`src/rtl/tr_track_drive.sv`:
```
// Tracking-mode stepper drive: maps |x-x0| to a step frequency, divides it into a
// step period N and turns N into a 50% duty step square wave.
module tr_track_drive #(
  parameter int CLK_HZ = 50_000_000,
  parameter int X_W    = 36,
  parameter int N_W    = 17
) (
  input  logic           clk,
  input  logic           rst,
  input  logic           data_valid,
  input  logic           data_valid_trig,
  input  logic           tr_mode_enable,
  input  logic [X_W-1:0] x,
  input  logic [31:0]    x0,
  input  logic [31:0]    dx1,
  input  logic [31:0]    dx2,
  input  logic [31:0]    k,
  input  logic [31:0]    F1,
  input  logic [31:0]    F2,
  output logic           drv_step,
  output logic           drv_dir,
  output logic           drv_enable_sm,
  output logic [N_W-1:0] N
);
  localparam int E_W = X_W + 1;
  localparam int P_W = 72;
  localparam logic [31:0] N_MAX = 32'((64'd1 << N_W) - 64'd1);

  typedef enum logic {S_IDLE, S_DIV} state_t;
  state_t state, state_nx;

  logic signed [E_W-1:0] e;
  logic [E_W-1:0] a, dx1_e, dx2_e;
  logic dead, ramp, sample, start, div_last;
  logic signed [P_W-1:0] f1_x, f2_x, k_x, d_x, f_raw;
  logic [31:0] f_clamp;

  logic [4:0]  cnt;
  logic [32:0] rem, rem_nx, shifted;
  logic [31:0] quo, quo_nx, dvsr;
  logic [33:0] trial;

  logic [N_W-1:0] n_act, counter;
  logic en_act, run;

  // Error and magnitude; x is unsigned, x0 signed, both widened to E_W
  assign e     = $signed({1'b0, x}) - $signed({{(E_W-32){x0[31]}}, x0});
  assign a     = e[E_W-1] ? $unsigned(-e) : $unsigned(e);
  assign dx1_e = {{(E_W-32){1'b0}}, dx1};
  assign dx2_e = {{(E_W-32){1'b0}}, dx2};
  assign dead  = a < dx1_e;
  assign ramp  = a < dx2_e;

  always_comb begin
    f1_x = $signed({{(P_W-32){F1[31]}}, F1});
    f2_x = $signed({{(P_W-32){F2[31]}}, F2});
    k_x  = $signed({{(P_W-32){k[31]}}, k});
    d_x  = $signed({{(P_W-E_W){1'b0}}, a - dx1_e});
    f_raw = ramp ? (f1_x + k_x * d_x) : f2_x;
    if (f_raw < f1_x)      f_clamp = F1;
    else if (f_raw > f2_x) f_clamp = F2;
    else                   f_clamp = f_raw[31:0];
  end

  assign sample   = data_valid && tr_mode_enable && (state == S_IDLE);
  assign start    = sample && !dead;
  assign div_last = (state == S_DIV) && (cnt == 5'd31);

  // Restoring divider: dividend bits shift out of quo as quotient bits shift in
  always_comb begin
    shifted = {rem[31:0], quo[31]};
    trial   = {1'b0, shifted} - {2'b0, dvsr};
    rem_nx  = trial[33] ? shifted : trial[32:0];
    quo_nx  = {quo[30:0], ~trial[33]};
  end

  always_ff @(posedge clk) begin
    if (rst) state <= S_IDLE;
    else     state <= state_nx;
  end

  always_comb begin
    state_nx = state;
    case (state)
      S_IDLE: if (start) state_nx = S_DIV;
      S_DIV:  if (!tr_mode_enable || div_last) state_nx = S_IDLE;
      default: state_nx = S_IDLE;
    endcase
  end

  always_ff @(posedge clk) begin
    if (rst) begin
      drv_dir       <= 1'b0;
      drv_enable_sm <= 1'b0;
      N             <= '0;
      cnt           <= '0;
      rem           <= '0;
      quo           <= '0;
      dvsr          <= '0;
    end else if (!tr_mode_enable) begin
      drv_enable_sm <= 1'b0;
    end else if (sample) begin
      drv_dir <= !e[E_W-1] && (e != '0);
      if (dead) drv_enable_sm <= 1'b0;
      else begin
        cnt  <= '0;
        rem  <= '0;
        quo  <= 32'(CLK_HZ);
        dvsr <= f_clamp;
      end
    end else if (state == S_DIV) begin
      cnt <= cnt + 5'd1;
      rem <= rem_nx;
      quo <= quo_nx;
      if (div_last) begin
        N             <= (quo_nx > N_MAX) ? N_MAX[N_W-1:0] : quo_nx[N_W-1:0];
        drv_enable_sm <= 1'b1;
      end
    end
  end

  // Pulse stage: shadow N/enable only at a period boundary so a period never tears
  assign run = en_act && (n_act >= N_W'(2));

  always_ff @(posedge clk) begin
    if (rst) begin
      n_act    <= '0;
      en_act   <= 1'b0;
      counter  <= '0;
      drv_step <= 1'b0;
    end else if (!tr_mode_enable) begin
      en_act   <= 1'b0;
      counter  <= '0;
      drv_step <= 1'b0;
    end else begin
      if (data_valid_trig && counter == '0) begin
        n_act  <= N;
        en_act <= drv_enable_sm;
      end
      if (run) begin
        counter  <= (counter >= n_act - N_W'(1)) ? '0 : counter + N_W'(1);
        drv_step <= counter < (n_act >> 1);
      end else begin
        counter  <= '0;
        drv_step <= 1'b0;
      end
    end
  end
endmodule

```
`config.mk`:
```
export PLATFORM = sky130hd
export DESIGN_NAME = tr_track_drive
export DESIGN_NICKNAME = d
export VERILOG_FILES = /design/src/rtl/tr_track_drive.sv
export SDC_FILE = /design/constraint.sdc
export NUM_CORES = 2
export LEC_CHECK = 0
export ABC_AREA = 1
export CAP_MARGIN = 25
export CORE_MARGIN = 2
export CORE_UTILIZATION = 55
export CTS_BUF_LIST = sky130_fd_sc_hd__clkbuf_8
export CTS_CLUSTER_DIAMETER = 40
export DETAILED_ROUTE_END_ITERATION = 6
export PLACE_DENSITY = 0.78
export SYNTH_ARGS = -nofsm -noshare
export SYNTH_HDL_FRONTEND = slang
export SYNTH_SLANG_ARGS = --single-unit
```
`constraint.sdc`:
```
create_clock -name clk -period 46.5 [get_ports clk]
set_clock_uncertainty 0.1 [all_clocks]
set_input_delay 13.95 -clock clk [delete_from_list [all_inputs] [get_ports clk]]
set_output_delay 13.95 -clock clk [all_outputs]
set_load 0.05 [all_outputs]
```
==> impl_metrics.env <==
export IMPL_root_buffer="clkbuf_8"
export IMPL_syn_avg_cell_area_um2=7.43
export IMPL_status="finished clean"
export IMPL_ctsLongestPathBuffers=2
export IMPL_dr_wl_met2_um=87300
export IMPL_fmax_ghz=0.0311
export IMPL_post_cts_resized=0
export IMPL_yosys_area_top_type="fa_1"
export IMPL_crit_type="in2reg"
export IMPL_grt_first_pass_wirelength_um=306000
export IMPL_ys_warn_count=0
export IMPL_drive_gt1_share_pct=3.08
export IMPL_io_pin_count=253
export IMPL_grt_overflow_total=0
export IMPL_ys_ff_latch=157
export IMPL_fin_crit_sh_pct=69.1
export IMPL_detail_route_first_pass_iterations=7
export IMPL_yosys_most_used_dff="dfxtp_1"
export IMPL_htreeDepth=4
export IMPL_syn_cell_area_mm2=0.0594
export IMPL_yosysUniqueCellTypes=60
export IMPL_cp_common_cell="nand2_1"
export IMPL_route_met3_wl_um=18300
export IMPL_die_area_mm2=0.111
export IMPL_antenna_found_initial=11
export IMPL_insertion_delay_ns=0.54
export IMPL_yosysSeqAreaShare_pct=5.30
export IMPL_most_common_layout_cells="1,956 x inv_1, 1,620 x nand2_1, 1,120 x fa_1"
export IMPL_worstPathArrival_ns=32.45
export IMPL_placed_cell_area_mm2=0.0632
export IMPL_setup_tns_final_ns=0
export IMPL_grt_max_degree=70
export IMPL_m1WireLength_um=70100
export IMPL_cts_made_buffers=17
export IMPL_regArea_mm2=0.00314
export IMPL_initial_core_util_pct=55.4
export IMPL_crit_path_end_kind="register"
export IMPL_rows=120
export IMPL_cts_tree="built"
export IMPL_worst_pin_slew_ns=1.15
export IMPL_fp_dieH_um=333
export IMPL_drc_errors=0
export IMPL_slew_viol_final=0
export IMPL_grtUsageTotal_pct=35.5
export IMPL_relSlewSlack_pct=23.3
export IMPL_vias=53500
export IMPL_worst_path_buf_inv=18
export IMPL_maxCapViolCount=0
export IMPL_hpwl_um=158000
export IMPL_layout_commonest_cell="inv_1"
export IMPL_highest_layer="met5"
export IMPL_crit_fanout=50
export IMPL_drtIter0Drc=4620
export IMPL_hold_violations=0
export IMPL_synth_top_area_share_pct=37.8
export IMPL_timing_hold_ws_ns=0.355
export IMPL_cpLargestDelayFamily="simple AND/OR/NAND/NOR gates"
export IMPL_worstPathRequired_ns=46.83
export IMPL_nets=10000
export IMPL_area_delta_synth_final_pct=7.13
export IMPL_async_flop_share_pct=0
export IMPL_multi_input_area_mm2=0.0475
export IMPL_setup_viol=0
export IMPL_reg2reg_slack_ns=41.85
export IMPL_numPortBuffers=252
export IMPL_synthCells=7986
export IMPL_antenna_left=0
export IMPL_wl_um=191000
export IMPL_cpMaxStageDelayCell="clkinv_1"
export IMPL_synthTopCellsByArea="fa_1 38%, ha_1 13%, inv_1 12%"
export IMPL_rsz0062_at_grt="no"
export IMPL_slowest_delay_ns=1.05
export IMPL_syn_num_nets=9947
export IMPL_nFillCells=9760
export IMPL_postCtsSetupBuffers=0
export IMPL_core_area_mm2=0.107
export IMPL_hold_buffers=0
export IMPL_holdCritPathClass="reg2reg"
export IMPL_start_kind="input pin"
export IMPL_place_gp_congestion=0.975
export IMPL_final_min_clock_period_ns=32.11
export IMPL_clk_pin_slew_worst_paths_ns=0.10
export IMPL_synth_edf_count=0
export IMPL_die_w_um=333
export IMPL_fin_area_mm2=0.0636
export IMPL_routed_via_density=5.64
export IMPL_grt_pass1_vias=56400
export IMPL_wire_per_inst_um=20.1
export IMPL_clock_sinks=157
-- synthesized netlist by cell type, types with 3 or more instances --
| master | instances |
|---|---|
| a21oi_1 | 379 |
| o2111ai_1 | 5 |
| buf_1 | 7 |
| buf_6 | 4 |
| nand2_1 | 1620 |
| nand2_2 | 15 |
| o21ai_1 | 19 |
| nor4_1 | 24 |
| buf_4 | 7 |
| nor2_4 | 3 |
| or2_2 | 34 |
| and3_1 | 3 |
| a31oi_1 | 43 |
| xor2_1 | 89 |
| nor2_1 | 742 |
| dfxtp_1 | 157 |
| nor3_1 | 38 |
| a21o_1 | 11 |
| nor3b_1 | 4 |
| o21ai_0 | 253 |
| inv_1 | 1957 |
| nor2_2 | 12 |
| xnor2_1 | 42 |
| inv_2 | 31 |
| o21bai_1 | 7 |
| a221oi_1 | 7 |
| a211oi_1 | 10 |
| o211ai_1 | 36 |
| fa_1 | 1120 |
| a21oi_2 | 8 |
| clkinv_1 | 29 |
| clkbuf_1 | 244 |
| and2_1 | 5 |
| ha_1 | 608 |
| o21a_1 | 15 |
| nand3_2 | 12 |
| nand3b_1 | 8 |
| o221ai_1 | 23 |
| a21boi_0 | 15 |
| o31ai_1 | 5 |
| nand3_1 | 243 |
| buf_2 | 16 |
| nand2_4 | 5 |
| nand4_1 | 50 |
-- sequential cells by signal, summed over array words and instances (netlist names) --
register,count
N,17
cnt,5
counter,17
drv_dir,1
drv_enable_sm,1
drv_step,1
dvsr,32
en_act,1
n_act,17
quo,32
rem,32
state,1
-- kinds of logic (layout without fill, tap and decap cells) --
group	count (synthesis)	count (layout)	share of synthesized area, %
other	0	6	0
XOR/XNOR	131	131	1.93
AND/OR/NAND/NOR	2829	2829	19.5
AO/OA/AOI/OAI	845	845	7.96
flip-flops	157	157	5.30
buffers and inverters	2296	2386	14.7
adder cells (fa/ha/maj)	1728	1728	50.6
-- layout make-up --
type	count	area share, %
well taps	1403	2.76
multi-input cells	5533	74.7
inverters	2017	11.9
flip-flops and latches	157	4.94
clock buffers	17	0.368
repair buffers	337	5.00
clock inverters	15	0.272
diodes	6	0.0236
-- worst reg2reg max path, cell delays in order (launching register included) --
cell,delay [ns]
dfxtp_1,0.44
ha_1,0.20
inv_1,0.07
fa_1,0.40
nand3_1,0.09
nand2_1,0.08
a31oi_1,0.21
o21ai_0,0.18
a21boi_0,0.38
o21bai_1,0.17
a21boi_0,0.32
o21ai_0,0.23
a21oi_1,0.29
o21bai_1,0.14
a21boi_0,0.35
o21ai_0,0.22
a21boi_0,0.27
xor2_1,0.18
a21oi_1,0.08
nor2_1,0.11
nor2_1,0.04
-- per-stage QoR --
stage / setup slack [ns] / instances / utilization (%)
final: 14.39 / 9485 / 59.4
after global routing: 12.98 / 9485 / 59.4
after CTS: 14.82 / 9479 / 59.4
after detailed placement: 14.26 / 9447 / 59.0
after global placement: 14.54 / 9444 / 58.9
after floorplan: 18.86 / 7986 / -
-- worst paths after layout --
kind,startpoint,end,depth (start not counted)
worst max register to register,dvsr[0],rem[30],20
worst min-delay path,counter[0],counter[0],1
worst max-delay path,x[0],dvsr[14],88
worst min register to register,counter[0],counter[0],1
-- metal layers --
layer,vias to the layer above,track usage (%)
met5,-,0
met4,8,23.1
met3,794,7.13
met2,2747,58.0
met1,25800,42.7
li1,24100,-
Power is not shown: default switching activity piles up to over one toggle a cycle in this logic, so the estimate is an artifact.
